### src/rtl/sync_fifo_param.sv
// sync_fifo_param
// Single-clock FIFO with registered read data, level flags and sticky
// overflow/underflow error flags.
//
// Ports
//   clk           clock, all state changes on the rising edge
//   rst           synchronous active-high reset (highest priority)
//   clr           synchronous flush: empties the FIFO, clears error flags
//   wr_en, din    write request and data
//   rd_en         read request
//   dout          registered read data, holds until the next accepted read
//   dout_valid    one-cycle pulse when dout carries a newly read word
//   full, empty, almost_full, almost_empty
//                 level flags decoded from the registered count
//   count         number of stored words (0..DEPTH)
//   overflow      sticky: a write was rejected because the FIFO was full
//   underflow     sticky: a read was rejected because the FIFO was empty
module sync_fifo_param #(
   parameter int WIDTH    = 9,
   parameter int DEPTH    = 8,
   parameter int AF_LEVEL = DEPTH - 2,
   parameter int AE_LEVEL = 2
) (
   input  logic                       clk,
   input  logic                       rst,
   input  logic                       clr,
   input  logic                       wr_en,
   input  logic [WIDTH-1:0]           din,
   input  logic                       rd_en,
   output logic [WIDTH-1:0]           dout,
   output logic                       dout_valid,
   output logic                       full,
   output logic                       empty,
   output logic                       almost_full,
   output logic                       almost_empty,
   output logic [$clog2(DEPTH):0]     count,
   output logic                       overflow,
   output logic                       underflow
);

   localparam int AW = $clog2(DEPTH);
   localparam int CW = AW + 1;

   logic [WIDTH-1:0] mem [DEPTH];
   logic [AW-1:0]    wr_ptr;
   logic [AW-1:0]    rd_ptr;
   logic             wr_acc;
   logic             rd_acc;

   assign full         = (count == CW'(DEPTH));
   assign empty        = (count == '0);
   assign almost_full  = (count >= CW'(AF_LEVEL));
   assign almost_empty = (count <= CW'(AE_LEVEL));

   // Acceptance looks only at the registered flags, so a full FIFO cannot
   // take a write even when a read frees a slot in the same cycle, and an
   // empty FIFO never forwards din straight to dout.
   assign wr_acc = wr_en & ~full;
   assign rd_acc = rd_en & ~empty;

   always_ff @(posedge clk) begin
      if (rst) begin
         wr_ptr     <= '0;
         rd_ptr     <= '0;
         count      <= '0;
         dout       <= '0;
         dout_valid <= 1'b0;
         overflow   <= 1'b0;
         underflow  <= 1'b0;
      end else if (clr) begin
         wr_ptr     <= '0;
         rd_ptr     <= '0;
         count      <= '0;
         dout_valid <= 1'b0;
         overflow   <= 1'b0;
         underflow  <= 1'b0;
      end else begin
         if (wr_acc) begin
            wr_ptr <= wr_ptr + AW'(1);
         end
         if (rd_acc) begin
            rd_ptr <= rd_ptr + AW'(1);
            dout   <= mem[rd_ptr];
         end
         dout_valid <= rd_acc;
         case ({wr_acc, rd_acc})
            2'b10:   count <= count + CW'(1);
            2'b01:   count <= count - CW'(1);
            default: count <= count;
         endcase
         if (wr_en && full) begin
            overflow <= 1'b1;
         end
         if (rd_en && empty) begin
            underflow <= 1'b1;
         end
      end
   end

   // Storage is deliberately not reset; stale words are unreachable because
   // the read pointer and count are cleared together.
   always_ff @(posedge clk) begin
      if (wr_acc && !rst && !clr) begin
         mem[wr_ptr] <= din;
      end
   end

endmodule

### config.mk
export PLATFORM = sky130hd
export DESIGN_NAME = sync_fifo_param
export DESIGN_NICKNAME = d
export VERILOG_FILES = /design/src/rtl/sync_fifo_param.sv
export SDC_FILE = /design/constraint.sdc
export NUM_CORES = 1
export LEC_CHECK = 0
export ABC_AREA = 0
export CORE_MARGIN = 2
export CORE_UTILIZATION = 50
export CTS_CLUSTER_SIZE = 14
export DETAILED_ROUTE_END_ITERATION = 7
export DONT_BUFFER_PORTS = 1
export MAX_ROUTING_LAYER = met4
export PLACE_DENSITY_LB_ADDON = 0.08
export SETUP_SLACK_MARGIN = 0.02
export SYNTH_ARGS = -nofsm -noshare
export SYNTH_HDL_FRONTEND = slang
export SYNTH_SLANG_ARGS = --single-unit
### constraint.sdc
create_clock -name clk -period 4.19 [get_ports clk]
set_input_delay 0.419 -clock clk [delete_from_list [all_inputs] [get_ports clk]]
set_output_delay 0.419 -clock clk [all_outputs]
set_load 0.01 [all_outputs]
======== Word level (Yosys, flattened, before mapping) ========
Memory sizes are Yosys's and may differ from the RTL's. A register that Yosys moved wholly into a read port is not among the register bits.
Index checks and enable logic that the tools add are counted.
operators by class
  $lt $le $gt $ge ......................... 2
  shift operators ......................... 0
  mux-type cells .......................... 3
  add/subtract/negate cells ............... 4
  bitwise operators ....................... 5
  reductions and logical operators ........ 10
  div/mod/pow operators ................... 0
  equal/unequal tests ..................... 3
  multiply operators ...................... 0
operator list
  operator                                                           number
  one-hot mux 4 bit (2 select lines)                                 1
  adder 3 x 1 -> 3 bit, second input constant                        2
  adder 4 x 1 -> 4 bit, second input constant                        1
  equality test 4 bit, second input constant                         1
  greater-or-equal comparator 4 x 3 -> 1 bit, second input constant  1
  less-or-equal comparator 4 x 2 -> 1 bit, second input constant     1
  logical AND 1 bit                                                  4
  zero test 4 bit                                                    1
  subtractor 4 x 1 -> 4 bit, second input constant                   1
  inverter 1 bit                                                     3
  AND 1 bit                                                          2
  equality test 2 x 1 -> 1 bit, second input constant                1
  equality test 2 bit, second input constant                         1
  zero test 1 bit                                                    2
  two-way mux 1 bit                                                  2
  AND reduction 2 bit                                                1
  nonzero test 2 bit                                                 1
  OR reduction 2 bit                                                 1
storage, ports and cells
  memory bits (read-only) ................. 0
  memory bits (writable) .................. 72
  input port bits ......................... 14
  latch bits .............................. 0
  memories kept ........................... 1
  register bits after elaboration ......... 13
  word-level logic and storage cells ...... 34
memories
  memory  words  bits a word  read ports  clocked after Yosys merged registers in  wr ports  RTL line  text
  mem     8      9            1           1                                        1         44        logic [WIDTH-1:0] mem [DEPTH];

======== Depth between registers and ports, before layout ========
Gate-level depths: netlist (run 1).
  depth after elaboration ................. 7
  mapped depth ............................ 10
  mapped depth without buffers ............ 9

======== Least setup slack after synthesis (run 1) ========
Ideal clock, no wire load.
  path type ............................... reg2reg
  from .................................... reg count[0]
  to ...................................... reg count[2]
  setup slack ............................. 1.777 ns
  data required time ...................... 4.120 ns
  buffers on the path ..................... 1
  cell stages (with the launch flop) ...... 11
  data arrival time ....................... 2.343 ns
  setup time .............................. 0.070 ns
  cells stage by stage .................... dfxtp_1 -> buf_6 -> or4b_4 -> nand2_1 -> ha_1 -> xor2_1 -> ha_1 -> a21oi_1 -> xor2_1 -> or3_1 -> a21oi_1
between the ends
  cells in the longest elaborated chain, start to end .. 5
RTL lines
  element                                                                          RTL line  text
  start: declaration                                                               36        output logic [$clog2(DEPTH):0] count,
  start signal: assignment                                                         87        2'b10: count <= count + CW'(1);
  start signal: assignment                                                         88        2'b01: count <= count - CW'(1);
  start signal: assignment                                                         89        default: count <= count;
  equality test 4 bit / zero test 4 bit (equally long branches)                    50, 51
  inverter 1 bit, on equally long branches                                         58, 59
  AND 1 bit, on equally long branches                                              58, 59
  equality test 2 x 1 -> 1 bit / equality test 2 bit (equally long branches)       86        case ({wr_acc, rd_acc})
  one-hot mux 4 bit (2 select lines) / nonzero test 2 bit (equally long branches)  n/a
Several ways; a longest one is shown, not always the timed one.
A chain may end at the register's enable or synchronous reset.

======== Worst setup path after layout (run 1) ========
Same ends and word-level chain as after synthesis.

==> results of run 1 <==
flip-flops by register name, summed over array words and instances, names as in the netlist:
signal / flops
rd_ptr: 3
dout_valid: 1
dout: 9
count: 4
mem: 72
underflow: 1
overflow: 1
wr_ptr: 3
per-stage QoR:
| step | setup WS, ps | std cells | area [sq um] | util (%) | hold slack (ps) |
|---|---|---|---|---|---|
| 4_1_cts | 1530 | 322 | 4050 | 55.9 | 146 |
| 3_5_place_dp | 1560 | 306 | 3830 | 52.8 | 518 |
| 3_3_place_gp | 1670 | 306 | 3830 | 52.8 | 518 |
| 5_1_grt | 1250 | 322 | 4050 | 55.9 | 134 |
| 2_1_floorplan | 1780 | 214 | 3740 | - | 494 |
| 6_report | 1520 | 322 | 4050 | 55.9 | 164 |
placed cells by master, fill, tap and decap left out, types with 2 or more instances in the layout:
master	count
nor2_1	16
clkbuf_8	9
nand3_1	2
nand2b_1	4
edfxtp_1	72
or3_1	4
buf_4	3
nand2_1	8
bufinv_16	2
mux4_2	3
a211oi_1	2
a221o_1	9
mux4_1	15
o21ai_0	2
dfxtp_1	22
xor2_1	6
inv_1	3
and3_1	9
nor2_2	2
clkinv_4	3
ha_1	5
a21oi_1	7
logic make-up after synthesis:
| kind of cell | count (synthesis) | share of synthesized area [%] |
|---|---|---|
| multiplexers | 19 | 12.6 |
| AND/OR/NAND/NOR | 53 | 7.42 |
| buffers and inverters | 14 | 2.17 |
| flip-flops | 94 | 69.5 |
| adder cells (fa/ha/maj) | 5 | 1.67 |
| XOR/XNOR | 7 | 1.64 |
| AO/OA/AOI/OAI | 22 | 4.98 |
layer usage:
metal	global-route usage, %	up-vias	routed length (um)
met5	-	-	0
met4	6.15	0	34
met3	3.67	5	344
met2	29.2	58	3540
met1	24.4	940	2930
li1	-	869	-
worst min path at each step:
stage | startpoint | to | slack (ps)
6_report | din[7] | mem[4][7]$_DFFE_PP_ | 160
4_1_cts | din[0] | mem[6][0]$_DFFE_PP_ | 150
2_1_floorplan | wr_ptr[2]$_SDFFE_PP0P_ | wr_ptr[2]$_SDFFE_PP0P_ | 490
5_1_grt | din[3] | mem[6][3]$_DFFE_PP_ | 130
3_3_place_gp | din[6] | mem[6][6]$_DFFE_PP_ | 520
3_5_place_dp | din[0] | mem[6][0]$_DFFE_PP_ | 520
power by group through the flow:
stage          Sequential [W]  Combinational, W  Clock [W]
6_report              0.00102         0.0000503   0.000641
5_1_grt               0.00103         0.0000552   0.000702
4_1_cts               0.00102         0.0000509   0.000657
3_5_place_dp          0.00105         0.0000503          0
3_3_place_gp          0.00105         0.0000482          0
2_1_floorplan         0.00104         0.0000472          0
worst max-delay path: stages, from the launching register on:
cell and delay [ps]:
dfxtp_1 460, or4b_4 630, nand2_1 190, ha_1 290
xor2_1 190, ha_1 160, a21oi_1 50, xor2_1 170
or3_1 310, a21oi_1 150
final cells by class:
type                    instances  area [sq um]  share of cell area (%)
repair buffers                  3          22.5                   0.556
flip-flops and latches         94          2600                    64.2
well taps                      99           124                    3.06
clock buffers                   9           124                    3.06
inverters                       4          15.0                   0.371
clock inverters                 7          98.8                    2.44
multi-input cells             106          1060                    26.3
==> results.py, run 1 <==
metrics = {
    "timing": {
        "slew_viol_final": 0,
        "skew_ps": 11.6,
        "fin_crit_ps": 2670,
        "tightestPinTransition_ps": 1110,
        "setup-tns-final_ps": 0,
        "finalHoldViolCount": 0,
        "period_share_pct": 63.8,
        "clock.fmax_mhz": 374,
        "slew_headroom_pct": 25.8,
        "setup_violations": 0,
        "rsz0062_at_grt": "no",
    },
    "floorplanning": {
        "core.rowCount": 31,
        "core-area_sq_mm": 0.00725,
        "fp.dieW_um": 90.5,
        "start_util_pct": 51.6,
        "dieArea_sq_mm": 0.00820,
        "ioPinCount": 34,
        "die_y_um": 90.5,
    },
    "power_and_ir_drop": {
        "powerDensity_mw_per_mm2": 424,
        "p_int_w": 0.00137,
        "switching_power_w": 0.000345,
        "total_power_w": 0.00172,
        "swShare_pct": 20.1,
        "seqPwrFrac_pct": 59.7,
        "combPwrFrac_pct": 2.9,
        "clkPwrFrac_pct": 37.4,
        "p_leak_nw": 1.37,
        "ir_drop_mv": 0.235,
    },
    "synthesis": {
        "synth_area_leader_cell": "edfxtp_1",
        "ys_seq_area_share_pct": 69.5,
        "yosysMostFrequentCell": "edfxtp_1",
        "synth_area_sq_mm": 0.00374,
        "synth_cell_types": 34,
        "synth_common_cells": "edfxtp_1 (72), dfxtp_1 (22), nor2_1 (16), mux4_1 (15)",
        "async_flop_share_pct": 0,
        "avgSynthCellArea_sq_um": 17.5,
        "synth_top_area_share_pct": 57.8,
        "synth_enable_flop_cells": 72,
        "synthTopCellsByArea": "edfxtp_1 (58%), dfxtp_1 (12%), mux4_1 (11%)",
        "synth-seq-cells": 94,
        "postSynthNetCount": 233,
        "ys.flop_type": "edfxtp_1",
        "synthCells": 214,
        "yosys_warnings": 0,
    },
    "worst_setup_path": {
        "worstPathArrival_ps": 2940,
        "cp_max_fo": 10,
        "rrSetupSlack_ps": 1520,
        "cp-end-kind": "register",
        "worstReg2RegEnd": "count[2]$_SDFFE_PP0P_",
        "critPathKind": "reg -> reg",
        "r2r_start": "count[0]$_SDFFE_PP0P_",
        "r2r_cells": 9,
        "cp-start-kind": "register",
        "endpoint": "count[2]$_SDFFE_PP0P_",
        "required_ps": 4460,
        "cp-startpoint": "count[0]$_SDFFE_PP0P_",
    },
    "clock_network": {
        "cts-resized-gates": 0,
        "cts_tree": "yes",
        "cts_root_buf": "clkbuf_8",
        "clk_latency_ps": 340,
        "cts_inserted_buffers": 9,
        "clockBufferDepth": 2,
        "postCtsSetupRepairBufs": 0,
        "clkTransAtPathRegs_ps": 90,
        "postCtsHoldBufs": 0,
        "cts.sinks": 94,
        "htreeDepth": 3,
    },
    "drt": {
        "drt_wl_total_um": 6850,
        "firstDrtPassIters": 6,
        "first_iter_violations": 251,
        "vias": 1872,
        "avgRoutedWirePerCell_um": 21.3,
        "drc": 0,
        "ant_nets": 0,
        "via_per_inst": 5.81,
    },
    "final_layout": {
        "diodes": 0,
        "fillers": 583,
        "drive_above_1_share_pct": 13.0,
        "fin_nets": 237,
        "area_growth_pct": 8.22,
    },
    "grt": {
        "grt_first_pass_wirelength_um": 10900,
        "antenna_found_initial": 0,
        "grt-ovfl-total": 0,
        "grt_max_degree": 21,
        "grt_usage_pct": 18.5,
        "grt_pass1_vias": 1968,
    },
    "placement": {
        "post-dp-hpwl_um": 4460,
        "gp_congestion": 0.817,
        "portBuffers": 0,
    },
    "status": {
        "outcome": "complete, no violations",
    },
    "hold_path": {
        "min_path_cells": 0,
        "hold_path_class": "in -> reg",
    },
    "flow_run": {
        "drv_cap": 0,
    },
}
Power figures use the tool's default switching activity.
==> inputs of run 2 (changes only) <==
Clock period 4.19 ns to 2.4 ns, I/O delays scaled along.
==> results.py, run 2 (same netlist as run 1, synthesis figures left out) <==
metrics = {
    "floorplanning": {
        "start_util_pct": 51.6,
        "core.rowCount": 31,
        "ioPinCount": 34,
        "fp.dieW_um": 90.5,
        "core-area_sq_mm": 0.00725,
        "dieArea_sq_mm": 0.00820,
        "die_y_um": 90.5,
    },
    "clock_network": {
        "cts_inserted_buffers": 9,
        "htreeDepth": 3,
        "clk_latency_ps": 350,
        "clkTransAtPathRegs_ps": 90,
        "cts_root_buf": "clkbuf_8",
        "cts.sinks": 94,
        "cts_tree": "yes",
        "clockBufferDepth": 2,
    },
    "drt": {
        "vias": 2003,
        "drt_wl_total_um": 7170,
        "first_iter_violations": 107,
        "drc": 0,
        "avgRoutedWirePerCell_um": 20.8,
        "ant_nets": 0,
        "via_per_inst": 5.82,
        "firstDrtPassIters": 4,
    },
    "placement": {
        "post-dp-hpwl_um": 4490,
        "dpl_worst_slack_ps": -93.5,
        "gp_congestion": 0.730,
        "portBuffers": 0,
    },
    "final_layout": {
        "fin_nets": 259,
        "fillers": 588,
        "drive_above_1_share_pct": 19.2,
        "largest_reg_flops": 72,
        "final_cell_mix": "edfxtp_1 (72), dfxtp_1 (20), nor2_1 (16), buf_4 (16), mux4_1 (15)",
        "reg_top3": "mem x72, dout x9, count x4",
        "regMostFlops": "mem",
        "area_growth_pct": 13.2,
        "diodes": 0,
        "layout_commonest_cell": "edfxtp_1",
    },
    "worst_setup_path": {
        "rrSetupSlack_ps": 120,
        "cp-startpoint": "count[1]$_SDFFE_PP0P_",
        "cp_max_fo": 5,
        "worstPathArrival_ps": 2560,
        "cp-end-kind": "register",
        "endpoint": "count[2]$_SDFFE_PP0P_",
        "critPathKind": "reg -> reg",
        "r2r_cells": 9,
        "cp-start-kind": "register",
        "r2r_start": "count[1]$_SDFFE_PP0P_",
        "worstReg2RegEnd": "count[2]$_SDFFE_PP0P_",
        "required_ps": 2680,
    },
    "power_and_ir_drop": {
        "total_power_w": 0.00287,
        "ir_drop_mv": 0.489,
        "powerDensity_mw_per_mm2": 678,
        "p_leak_nw": 1.46,
    },
    "flow_run": {
        "drv_cap": 0,
    },
    "timing": {
        "skew_ps": 9.36,
        "fin_crit_ps": 2280,
        "finalHoldViolCount": 0,
        "tightestPinTransition_ps": 1000,
        "slew_headroom_pct": 33.0,
        "clock.fmax_mhz": 439,
        "period_share_pct": 95.0,
        "hold-worst-slack_ps": 46.1,
        "setup-tns-final_ps": 0,
        "setup_violations": 0,
        "rsz0062_at_grt": "no",
        "finalWorstSetupSlack_ps": 120,
        "slew_viol_final": 0,
    },
    "grt": {
        "grt_max_degree": 18,
        "antenna_found_initial": 0,
        "grt-ovfl-total": 0,
        "grt_first_pass_wirelength_um": 11200,
        "grt_usage_pct": 19.0,
        "grt_pass1_vias": 2051,
    },
    "hold_path": {
        "hold_path_class": "in -> reg",
        "min_path_cells": 2,
    },
    "status": {
        "outcome": "complete, no violations",
    },
}
-- run 2: cell types whose count changed in the layout (fill, tap and decap cells not counted), moves of 2 or more --
cell,before,now
buf_4,3,16
dlygate4sd3_1,0,9
dfxtp_1,22,20
clkinv_4,3,1
inv_6,0,3
dfxtp_2,0,2
bufinv_16,2,0
-- run 2: worst min-delay path by stage --
stage	startpoint	end	slack, ps
final	wr_en	overflow$_SDFFE_PP0P_	50
after CTS	wr_en	overflow$_SDFFE_PP0P_	30
after global placement	din[8]	mem[1][8]$_DFFE_PP_	340
after floorplan	din[0]	mem[0][0]$_DFFE_PP_	340
after global routing	rd_en	underflow$_SDFFE_PP0P_	60
after detailed placement	din[4]	mem[2][4]$_DFFE_PP_	340
-- run 2: through the flow --
stage	cells	utilization, %	area, sq um
detailed placement	317	53.9	3910
floorplan	214	-	3750
global placement	317	53.9	3910
finish	344	58.4	4240
CTS	343	57.9	4200
global route	344	58.4	4240
-- run 2: cell type report --
| cell class | instances | area (sq um) | area share, % |
|---|---|---|---|
| Inverter | 4 | 15.0 | 0.354 |
| Tap cell | 99 | 124 | 2.92 |
| Clock buffer | 9 | 124 | 2.92 |
| Sequential cell | 94 | 2610 | 61.5 |
| Timing Repair Buffer | 25 | 210 | 4.96 |
| Multi-Input combinational cell | 106 | 1110 | 26.1 |
| Clock inverter | 7 | 55.1 | 1.30 |
-- run 2: what timing repair did --
item                       CTS  global route
gates resized for setup      4             5
setup buffers                1             1
hold buffers                 9             0
pin swaps                    1             1
setup endpoints to repair    2             2
hold endpoints to repair    72             0
-- run 2: critical path, stage by stage, from the launching register on --
cell and delay [ps]:
dfxtp_2 350, or4b_4 560, nand2_4 120, ha_4 170, xor2_2 60, ha_1 180, a21oi_1 160, xor2_1 120
or3_1 340, a21oi_1 150
-- run 2: power by group --
part	internal (W)	switching (W)
Sequential	0.00176	0.0000132
Clock	0.000392	0.000563
Combinational	0.0000612	0.0000821
-- run 2: per-layer routing --
layer / wire length [um] / global-route usage [%]
met1: 3160 / 23.3
met2: 3700 / 31.8
met3: 232 / 3.34
met4: 83 / 7.18
met5: 0 / -
==> inputs of run 3 (changes only) <==
Settings changed: ABC_AREA 0 to unset.
==> results of run 3 <==
The final DEF is identical to that of run 2; final timing and power are the same.
